`src/rtl/cache_miss_controller.sv`:
```
// Miss sequencer for a direct-mapped 4-word-line cache: lookup, RAM line fetch, fill, respond.
// Optional hit/miss performance counters are built when PERF_CNT_EN is defined.
module cache_miss_controller #(
    parameter int ADDR_W  = 15,
    parameter int LINE_W  = 128,
    parameter int TIMEOUT = 255
) (
    input  logic              globalclock,
    input  logic              reset,
    input  logic              cpu_req,
    input  logic [ADDR_W-1:0] cpu_addr,
    output logic              cpu_done,
    output logic [31:0]       cpu_rdata,
    output logic              cpu_err,
    output logic              cache_wrEn,
    output logic [ADDR_W-1:0] cache_address,
    output logic [LINE_W-1:0] cache_inData,
    input  logic              cache_hit,
    input  logic [31:0]       cache_rdata,
    output logic              mem_req,
    output logic [ADDR_W-3:0] mem_addr,
    input  logic              mem_ack,
    input  logic [LINE_W-1:0] mem_rdata,
    output logic [15:0]       hit_count,
    output logic [15:0]       miss_count
);

    localparam int WORDS = LINE_W / 32;
    localparam int TO_W  = (TIMEOUT < 2) ? 1 : $clog2(TIMEOUT + 1);
    localparam logic [TO_W-1:0] TO_LAST = TO_W'((TIMEOUT == 0) ? 0 : TIMEOUT - 1);

    typedef enum logic [2:0] {
        IDLE     = 3'd0,
        LOOKUP   = 3'd1,
        MEM_WAIT = 3'd2,
        FILL     = 3'd3,
        RESP     = 3'd4
    } state_t;

    state_t            state_reg;
    state_t            state_next;
    logic [ADDR_W-1:0] addr_reg;
    logic [LINE_W-1:0] line_reg;
    logic [31:0]       cpu_rdata_reg;
    logic              cpu_err_reg;
    logic              mem_req_reg;
    logic [TO_W-1:0]   to_cnt_reg;
    logic              timeout_expired;
    logic [31:0]       line_words [WORDS];
    logic [31:0]       fill_word;

    // Word 0 sits in the most significant 32 bits of the line.
    generate
        for (genvar gi = 0; gi < WORDS; gi++) begin : g_words
            assign line_words[gi] = line_reg[LINE_W-1-32*gi -: 32];
        end
    endgenerate

    assign fill_word       = line_words[addr_reg[1:0]];
    assign timeout_expired = (TIMEOUT != 0) && (to_cnt_reg == TO_LAST);

    always_ff @(posedge globalclock) begin
        if (!reset) begin
            state_reg <= IDLE;
        end else begin
            state_reg <= state_next;
        end
    end

    always_comb begin
        state_next = state_reg;
        case (state_reg)
            IDLE:     if (cpu_req) state_next = LOOKUP;
            LOOKUP:   state_next = cache_hit ? RESP : MEM_WAIT;
            MEM_WAIT: begin
                if (mem_ack) begin
                    state_next = FILL;
                end else if (timeout_expired) begin
                    state_next = RESP;
                end
            end
            FILL:     state_next = RESP;
            RESP:     state_next = IDLE;
            default:  state_next = IDLE;
        endcase
    end

    always_comb begin
        cpu_done   = 1'b0;
        cache_wrEn = 1'b0;
        case (state_reg)
            FILL:    cache_wrEn = 1'b1;
            RESP:    cpu_done   = 1'b1;
            default: ;
        endcase
    end

    always_ff @(posedge globalclock) begin
        if (!reset) begin
            addr_reg      <= '0;
            line_reg      <= '0;
            cpu_rdata_reg <= '0;
            cpu_err_reg   <= 1'b0;
            mem_req_reg   <= 1'b0;
            to_cnt_reg    <= '0;
        end else begin
            case (state_reg)
                IDLE: begin
                    if (cpu_req) addr_reg <= cpu_addr;
                end
                LOOKUP: begin
                    if (cache_hit) begin
                        cpu_rdata_reg <= cache_rdata;
                        cpu_err_reg   <= 1'b0;
                    end else begin
                        mem_req_reg <= 1'b1;
                        to_cnt_reg  <= '0;
                    end
                end
                MEM_WAIT: begin
                    to_cnt_reg <= to_cnt_reg + TO_W'(1);
                    // An ack arriving on the expiry cycle still completes the fetch.
                    if (mem_ack) begin
                        line_reg    <= mem_rdata;
                        mem_req_reg <= 1'b0;
                    end else if (timeout_expired) begin
                        mem_req_reg   <= 1'b0;
                        cpu_err_reg   <= 1'b1;
                        cpu_rdata_reg <= '0;
                    end
                end
                FILL: begin
                    cpu_rdata_reg <= fill_word;
                    cpu_err_reg   <= 1'b0;
                end
                default: ;
            endcase
        end
    end

`ifdef PERF_CNT_EN
    logic [15:0] hit_count_reg;
    logic [15:0] miss_count_reg;

    always_ff @(posedge globalclock) begin
        if (!reset) begin
            hit_count_reg  <= '0;
            miss_count_reg <= '0;
        end else if (state_reg == LOOKUP) begin
            if (cache_hit) begin
                if (hit_count_reg != 16'hFFFF) hit_count_reg <= hit_count_reg + 16'd1;
            end else begin
                if (miss_count_reg != 16'hFFFF) miss_count_reg <= miss_count_reg + 16'd1;
            end
        end
    end

    assign hit_count  = hit_count_reg;
    assign miss_count = miss_count_reg;
`else
    assign hit_count  = 16'd0;
    assign miss_count = 16'd0;
`endif

    assign cpu_rdata     = cpu_rdata_reg;
    assign cpu_err       = cpu_err_reg;
    assign mem_req       = mem_req_reg;
    assign cache_address = addr_reg;
    assign mem_addr      = addr_reg[ADDR_W-1:2];
    assign cache_inData  = line_reg;

endmodule

```
`config.mk`:
```
export PLATFORM = sky130hd
export DESIGN_NAME = cache_miss_controller
export DESIGN_NICKNAME = d
export VERILOG_FILES = /design/src/rtl/cache_miss_controller.sv
export SDC_FILE = /design/constraint.sdc
export NUM_CORES = 1
export LEC_CHECK = 0
export ABC_AREA = 1
export CAP_MARGIN = 10
export CORE_MARGIN = 5
export CORE_UTILIZATION = 30
export CTS_CLUSTER_DIAMETER = 60
export DETAILED_ROUTE_END_ITERATION = 8
export PLACE_DENSITY = 0.63
export SYNTH_ARGS = -nofsm -noshare
export SYNTH_HDL_FRONTEND = slang
export SYNTH_SLANG_ARGS = --single-unit
```
`constraint.sdc`:
```
create_clock -name globalclock -period 1.4 [get_ports globalclock]
set_input_delay 0.35 -clock globalclock [delete_from_list [all_inputs] [get_ports globalclock]]
set_output_delay 0.35 -clock globalclock [all_outputs]
set_load 0.01 [all_outputs]
```
-- Yosys cells after proc, flatten, opt, wreduce, memory -nomap -nowiden
Index checks and enable logic that the tools add are counted.
- input port bits: 180
- flip-flop bits (word level): 188
- logic and storage cells: 54
- bitwise gates (word level): 1
- reductions and logical operators: 9
- multiplexer cells: 24
- equal/unequal tests: 11
- magnitude comparators: 1
- add/sub/neg operators: 1
- operators with widths (cell ; count):
    32-bit 2-to-1 mux ; 5
    32-bit one-hot mux with 3 select lines ; 1
    32-bit binary-select mux with 2-bit select ; 1
    8-bit one-hot mux with 2 select lines ; 1
    3-bit 2-to-1 mux ; 4
    3-bit one-hot mux with 4 select lines ; 1
    2-bit inequality test (second input constant) ; 5
    8-bit by 1-bit adder with 8-bit output (second input constant) ; 1
    8-bit equality test (second input constant) ; 1
    1-bit 2-to-1 mux ; 8
    8-bit 2-to-1 mux ; 1
    2-bit AND reduction ; 4
    3-bit by 2-bit equality test with 1-bit output (second input constant) ; 2
    4-bit AND reduction ; 1
    3-bit by 1-bit equality test with 1-bit output (second input constant) ; 1
    3-bit equality test (second input constant) ; 1
    3-bit greater-or-equal comparator (second input constant) ; 1
    3-bit logical NOT ; 1
    3-bit inequality test (second input constant) ; 1
    2-bit NOT with 3-bit output ; 1
    1-bit one-hot mux with 3 select lines ; 1
    3-bit AND reduction ; 1
    3-bit nonzero test ; 1
    1-bit one-hot mux with 2 select lines ; 1
    2-bit nonzero test ; 1

-- Depth between registers and ports, before layout
Gate-level depths: netlist of run 1.
- depth after elaboration: 5
- depth in mapped cells: 12
- gate-level depth less buffers: 10

-- Least setup slack after synthesis of run 1
No wires, ideal clock.
- path kind: reg2reg
- from: reg state_reg[1]
- to: reg line_reg[14], in the netlist cache_inData[14]
- buffers on the path: 2
- slack: 0.018 ns
- data arrival time: 1.262 ns
- setup time: 0.119 ns
- period minus slack after synthesis: 1.382 ns
- stages on the path, launching flop included: 10
- data required time: 1.281 ns
- cell sequence: dfxtp_1 inv_2 nor2_2 nand2_2 nor2_4 inv_2 buf_6 buf_6 o21ai_0 a21oi_1
- longest elaborated chain between the ends: 2
- ends and longest elaborated chain (element ; line ; text):
    start, declared ; 40 ; state_t state_reg;
    start signal, assigned ; 66 ; state_reg <= state_next;
    3-bit by 2-bit equality test with 1-bit output ; 107 ; case (state_reg)
    2-bit AND reduction (no source line) ; - ;
    end signal, assigned ; 124 ; line_reg <= mem_rdata;
    end, declared ; 43 ; logic [LINE_W-1:0] line_reg;
Every way passes these cells.
A chain may end at the register's enable or synchronous reset.

-- Worst setup path in the final report of run 1
- from: reg state_reg[0]
- to: reg line_reg[46], in the netlist cache_inData[46]
Same word-level chain as after synthesis.

==> results of run 1 <==
## cell type report
cell class	instances	share of cell area, %
Clock buffer	20	3.07
Clock inverter	10	0.781
Inverter	188	4.91
Multi-Input combinational cell	842	30.1
Sequential cell	188	25.9
Tap cell	390	3.28
Timing Repair Buffer	464	31.8
Timing Repair inverter	2	0.185
## synth_stat cells (all sizes together)
cell type and count:
conb 1, nand3 73, dfxtp 188, o21ai 148, nand4 1, or2 1
buf 99, ha 2, a31o 1, nor3b 1, nand2 345, inv 188
clkbuf 31, nor2 78, a31oi 1, nor3 4, o31ai 1, a21oi 153
## worst max path at each step
stage                                     to                      start  depth (start not counted)
2_1_floorplan  cache_inData[14]$_SDFFE_PN0P_  state_reg[1]$_SDFFE_PN0P_                          9
3_3_place_gp   cache_inData[45]$_SDFFE_PN0P_                    mem_ack                          7
3_5_place_dp   cache_inData[44]$_SDFFE_PN0P_                    mem_ack                          7
4_1_cts                           cache_wrEn  state_reg[0]$_SDFFE_PN0P_                          5
5_1_grt        cache_inData[46]$_SDFFE_PN0P_  state_reg[0]$_SDFFE_PN0P_                          9
6_report       cache_inData[46]$_SDFFE_PN0P_  state_reg[0]$_SDFFE_PN0P_                          9
## power groups by stage
| stage | Clock [mW] | Sequential, mW | Combinational [mW] |
|---|---|---|---|
| CTS | 5.13 | 6.22 | 5.24 |
| global route | 5.36 | 6.29 | 6.52 |
| finish | 5.01 | 6.23 | 6.02 |
| global placement | 0 | 6.29 | 5.02 |
| detailed placement | 0 | 6.31 | 5.05 |
| floorplan | 0 | 6.49 | 2.32 |
## worst min-delay path: stages
cell and delay (ps):
buf_4 150, buf_12 190, o21ai_2 70, a21oi_1 40
## what timing repair did
| item | CTS | global route |
|---|---|---|
| pin swaps | 0 | 45 |
| setup buffers | 3 | 15 |
| setup endpoints to repair | 362 | 284 |
| resized for setup | 695 | 315 |
| gates cloned | 11 | 11 |
## metal layers
| layer | up-vias | share of wire [%] |
|---|---|---|
| met5 | - | 0 |
| met4 | 0 | 2.6 |
| met3 | 45 | 8.0 |
| met2 | 404 | 51 |
| met1 | 4609 | 38 |
| li1 | 4817 | - |
## through the flow
stage / setup WS, ps / power [mW] / instance area [µm²] / std cells / utilization (%)
final: -192 / 17.3 / 14900 / 2104 / 50.7
after global routing: -269 / 18.2 / 14900 / 2104 / 50.7
after CTS: -194 / 16.6 / 14200 / 2079 / 48.2
after detailed placement: -398 / 11.4 / 13000 / 2035 / 44.4
after global placement: -368 / 11.3 / 13000 / 2035 / 44.4
after floorplan: 18.2 / 8.81 / 9000 / 1347 / -
## kinds of logic (layout without fill, tap and decap cells)
logic type	count (synthesis)	in the layout	share of synthesized area [%]
DFF	188	188	42.4
and+or+nand+nor	503	504	22.8
buffers and inverters	318	684	17.3
AOI/OAI and AO/OA	304	304	17.2
adders and majority gates	2	2	0.282
other	1	32	0.0422
==> flow_summary_export.csv, run 1 <==
group,metric,value,unit
cts,path_clk_slew,80,ps
logic_synthesis,yosys.area.top_type,"dfxtp_1",
sta,clock_skew,13.7,ps
routing,via_count,9875,
status,failed_checks,"negative setup slack",
power_and_ir_drop,seq_power_share,36.1,%
finish,most-common-layout-cells,"nand2_1, inv_1, clkdlybuf4s50_1",
cts,cts_hold_buffers,0,
place,gp_congestion,0.878,
grt,met3_usage,6.50,%
power_and_ir_drop,p_leak,6.56,nW
worst_setup_path,r2r_setup_slack,-190,ps
routing,first_iter_violations,485,
worst_setup_path,path_buf_inv,4,
worst_setup_path,crit_family,"buffers and inverters",
worst_setup_path,cp_common_cell,"nor2_4",
worst_setup_path,rr_worst_depth,9,
logic_synthesis,ys_ff_latch,188,
grt,grt.total_usage,22.0,%
sta,fin_hold_ws,402,ps
power_and_ir_drop,comb_power_share,34.9,%
sta,finalHoldViolations,0,
logic_synthesis,synthCells,1316,
cts,cts_buffers,17,
power_and_ir_drop,p_int,11.4,mW
cts,cts_tree,"built",
logic_synthesis,yosysWarnings,0,
logic_synthesis,netlist.area_leader.share,42.4,%
grt,antenna_found_initial,0,
power_and_ir_drop,p_sw_share,33.9,%
finish,multiInputGateArea,4490,µm²
worst_setup_path,worstPathArrival,1910,ps
min_path,min_path_cells,4,
worst_setup_path,cp_max_fo,6,
grt,gr-max-usage-layer,"met2",
grt,grt_pass1_vias,9766,
worst_setup_path,path_cells,"buf_6 -> nor2_4 -> nand2_2 -> nor2_4 -> buf_12 -> inv_12 -> bufbuf_16 -> o21ai_2 -> a21oi_1",
sta,setup-tns-final,-18450,ps
routing,post_drt_wl_per_cell,19.0,µm
sta,drv_slew,0,
logic_synthesis,synth_area,8880,µm²
cts,clock_path_buffers,2,
power_and_ir_drop,p_switching,5.85,mW
grt,grt_max_degree,67,
floorplan,dieArea,33200,µm²
grt,grt_first_pass_wirelength,56400,µm
power_and_ir_drop,power_density,1160,nW/µm²
grt,grt_util_met2,40.7,%
floorplan,placementRows,63,
power_and_ir_drop,irDropWorstVdd,748,µV
power_and_ir_drop,clockPowerShare,29.1,%
min_path,hp-class,"in2reg",
finish,final_common_cell,"nand2_1",
floorplan,fp.dieH,182,µm
floorplan,core_area,29400,µm²
finish,register_area,3860,µm²
sta,finalWorstSetupSlack,-192,ps
sta,max_freq,628,MHz
floorplan,ios,404,
cts,clockRootBuffer,"clkbuf_16",
floorplan,die_w,182,µm
worst_setup_path,r2r_end,"cache_inData[46]$_SDFFE_PN0P_",
floorplan,start_util,30.2,%
finish,fin_nets,1885,
run,max-cap-violations,0,
sta,rsz0062_at_grt,"yes",
cts,clock_sinks,188,
worst_setup_path,reg2reg_from,"state_reg[0]$_SDFFE_PN0P_",
min_path,holdPathEnd,"cache_inData[90]$_SDFFE_PN0P_",
place,post-dp-hpwl,27300,µm
logic_synthesis,yosysSeqAreaShare,42.4,%
cts,clk-insertion-delay-late,440,ps
worst_setup_path,crit_required,1720,ps
status,outcome,"complete, but fails checks",
routing,routed_via_density,4.69,
finish,area_delta_synth_final,67.7,%
worst_setup_path,crit_path_top_delay_cell,"dfxtp_4",
sta,finalSetupViolations,183,
routing,postRouteAntennaNets,0,
worst_setup_path,cp-start-kind,"register",
worst_setup_path,max_stage_delay,360,ps
min_path,worstHoldStart,"reset",
finish,largest_register_ffs,128,
place,numPortBuffers,371,
grt,grt.met1_usage,24.5,%
finish,drive_gt1_share,32.0,%
sta,period_minus_slack,1590,ps
worst_setup_path,endpoint_kind,"register",
finish,antenna_cells,0,
logic_synthesis,synth.area.top_cells,"dfxtp_1, nand2_1, a21oi_1, inv_1, o21ai_0",
routing,totalWireLength,39900,µm
cts,htreeDepth,4,
finish,fillers,2846,
routing,first_pass_iters,5,
worst_setup_path,crit_type,"reg2reg",
routing,drcViolationCount,0,
grt,grt_overflow,0,
sta,fin_crit_sh,114,%
logic_synthesis,avgSynthCellArea,6.75,µm²
logic_synthesis,synth_cell_types,28,
Power figures use the tool's default switching activity.
==> inputs of run 2 (changes only) <==
--- a/config.mk
+++ b/config.mk
@@ -10,7 +10,9 @@
 export CORE_MARGIN = 5
 export CORE_UTILIZATION = 30
 export CTS_CLUSTER_DIAMETER = 60
+export CTS_CLUSTER_SIZE = 40
 export DETAILED_ROUTE_END_ITERATION = 8
+export HOLD_SLACK_MARGIN = 0.05
 export PLACE_DENSITY = 0.63
 export SYNTH_ARGS = -nofsm -noshare
 export SYNTH_HDL_FRONTEND = slang
==> results of run 2 <==
The final DEF is identical to that of run 1; final timing and power are the same.
==> inputs of run 3 (changes only) <==
--- a/config.mk
+++ b/config.mk
@@ -6,6 +6,7 @@
 export NUM_CORES = 1
 export LEC_CHECK = 0
 export ABC_AREA = 1
+export ABC_CLOCK_PERIOD_IN_PS = 1400
 export CAP_MARGIN = 10
 export CORE_MARGIN = 5
 export CORE_UTILIZATION = 30
==> results of run 3 <==
The final DEF is identical to that of run 1; final timing and power are the same.
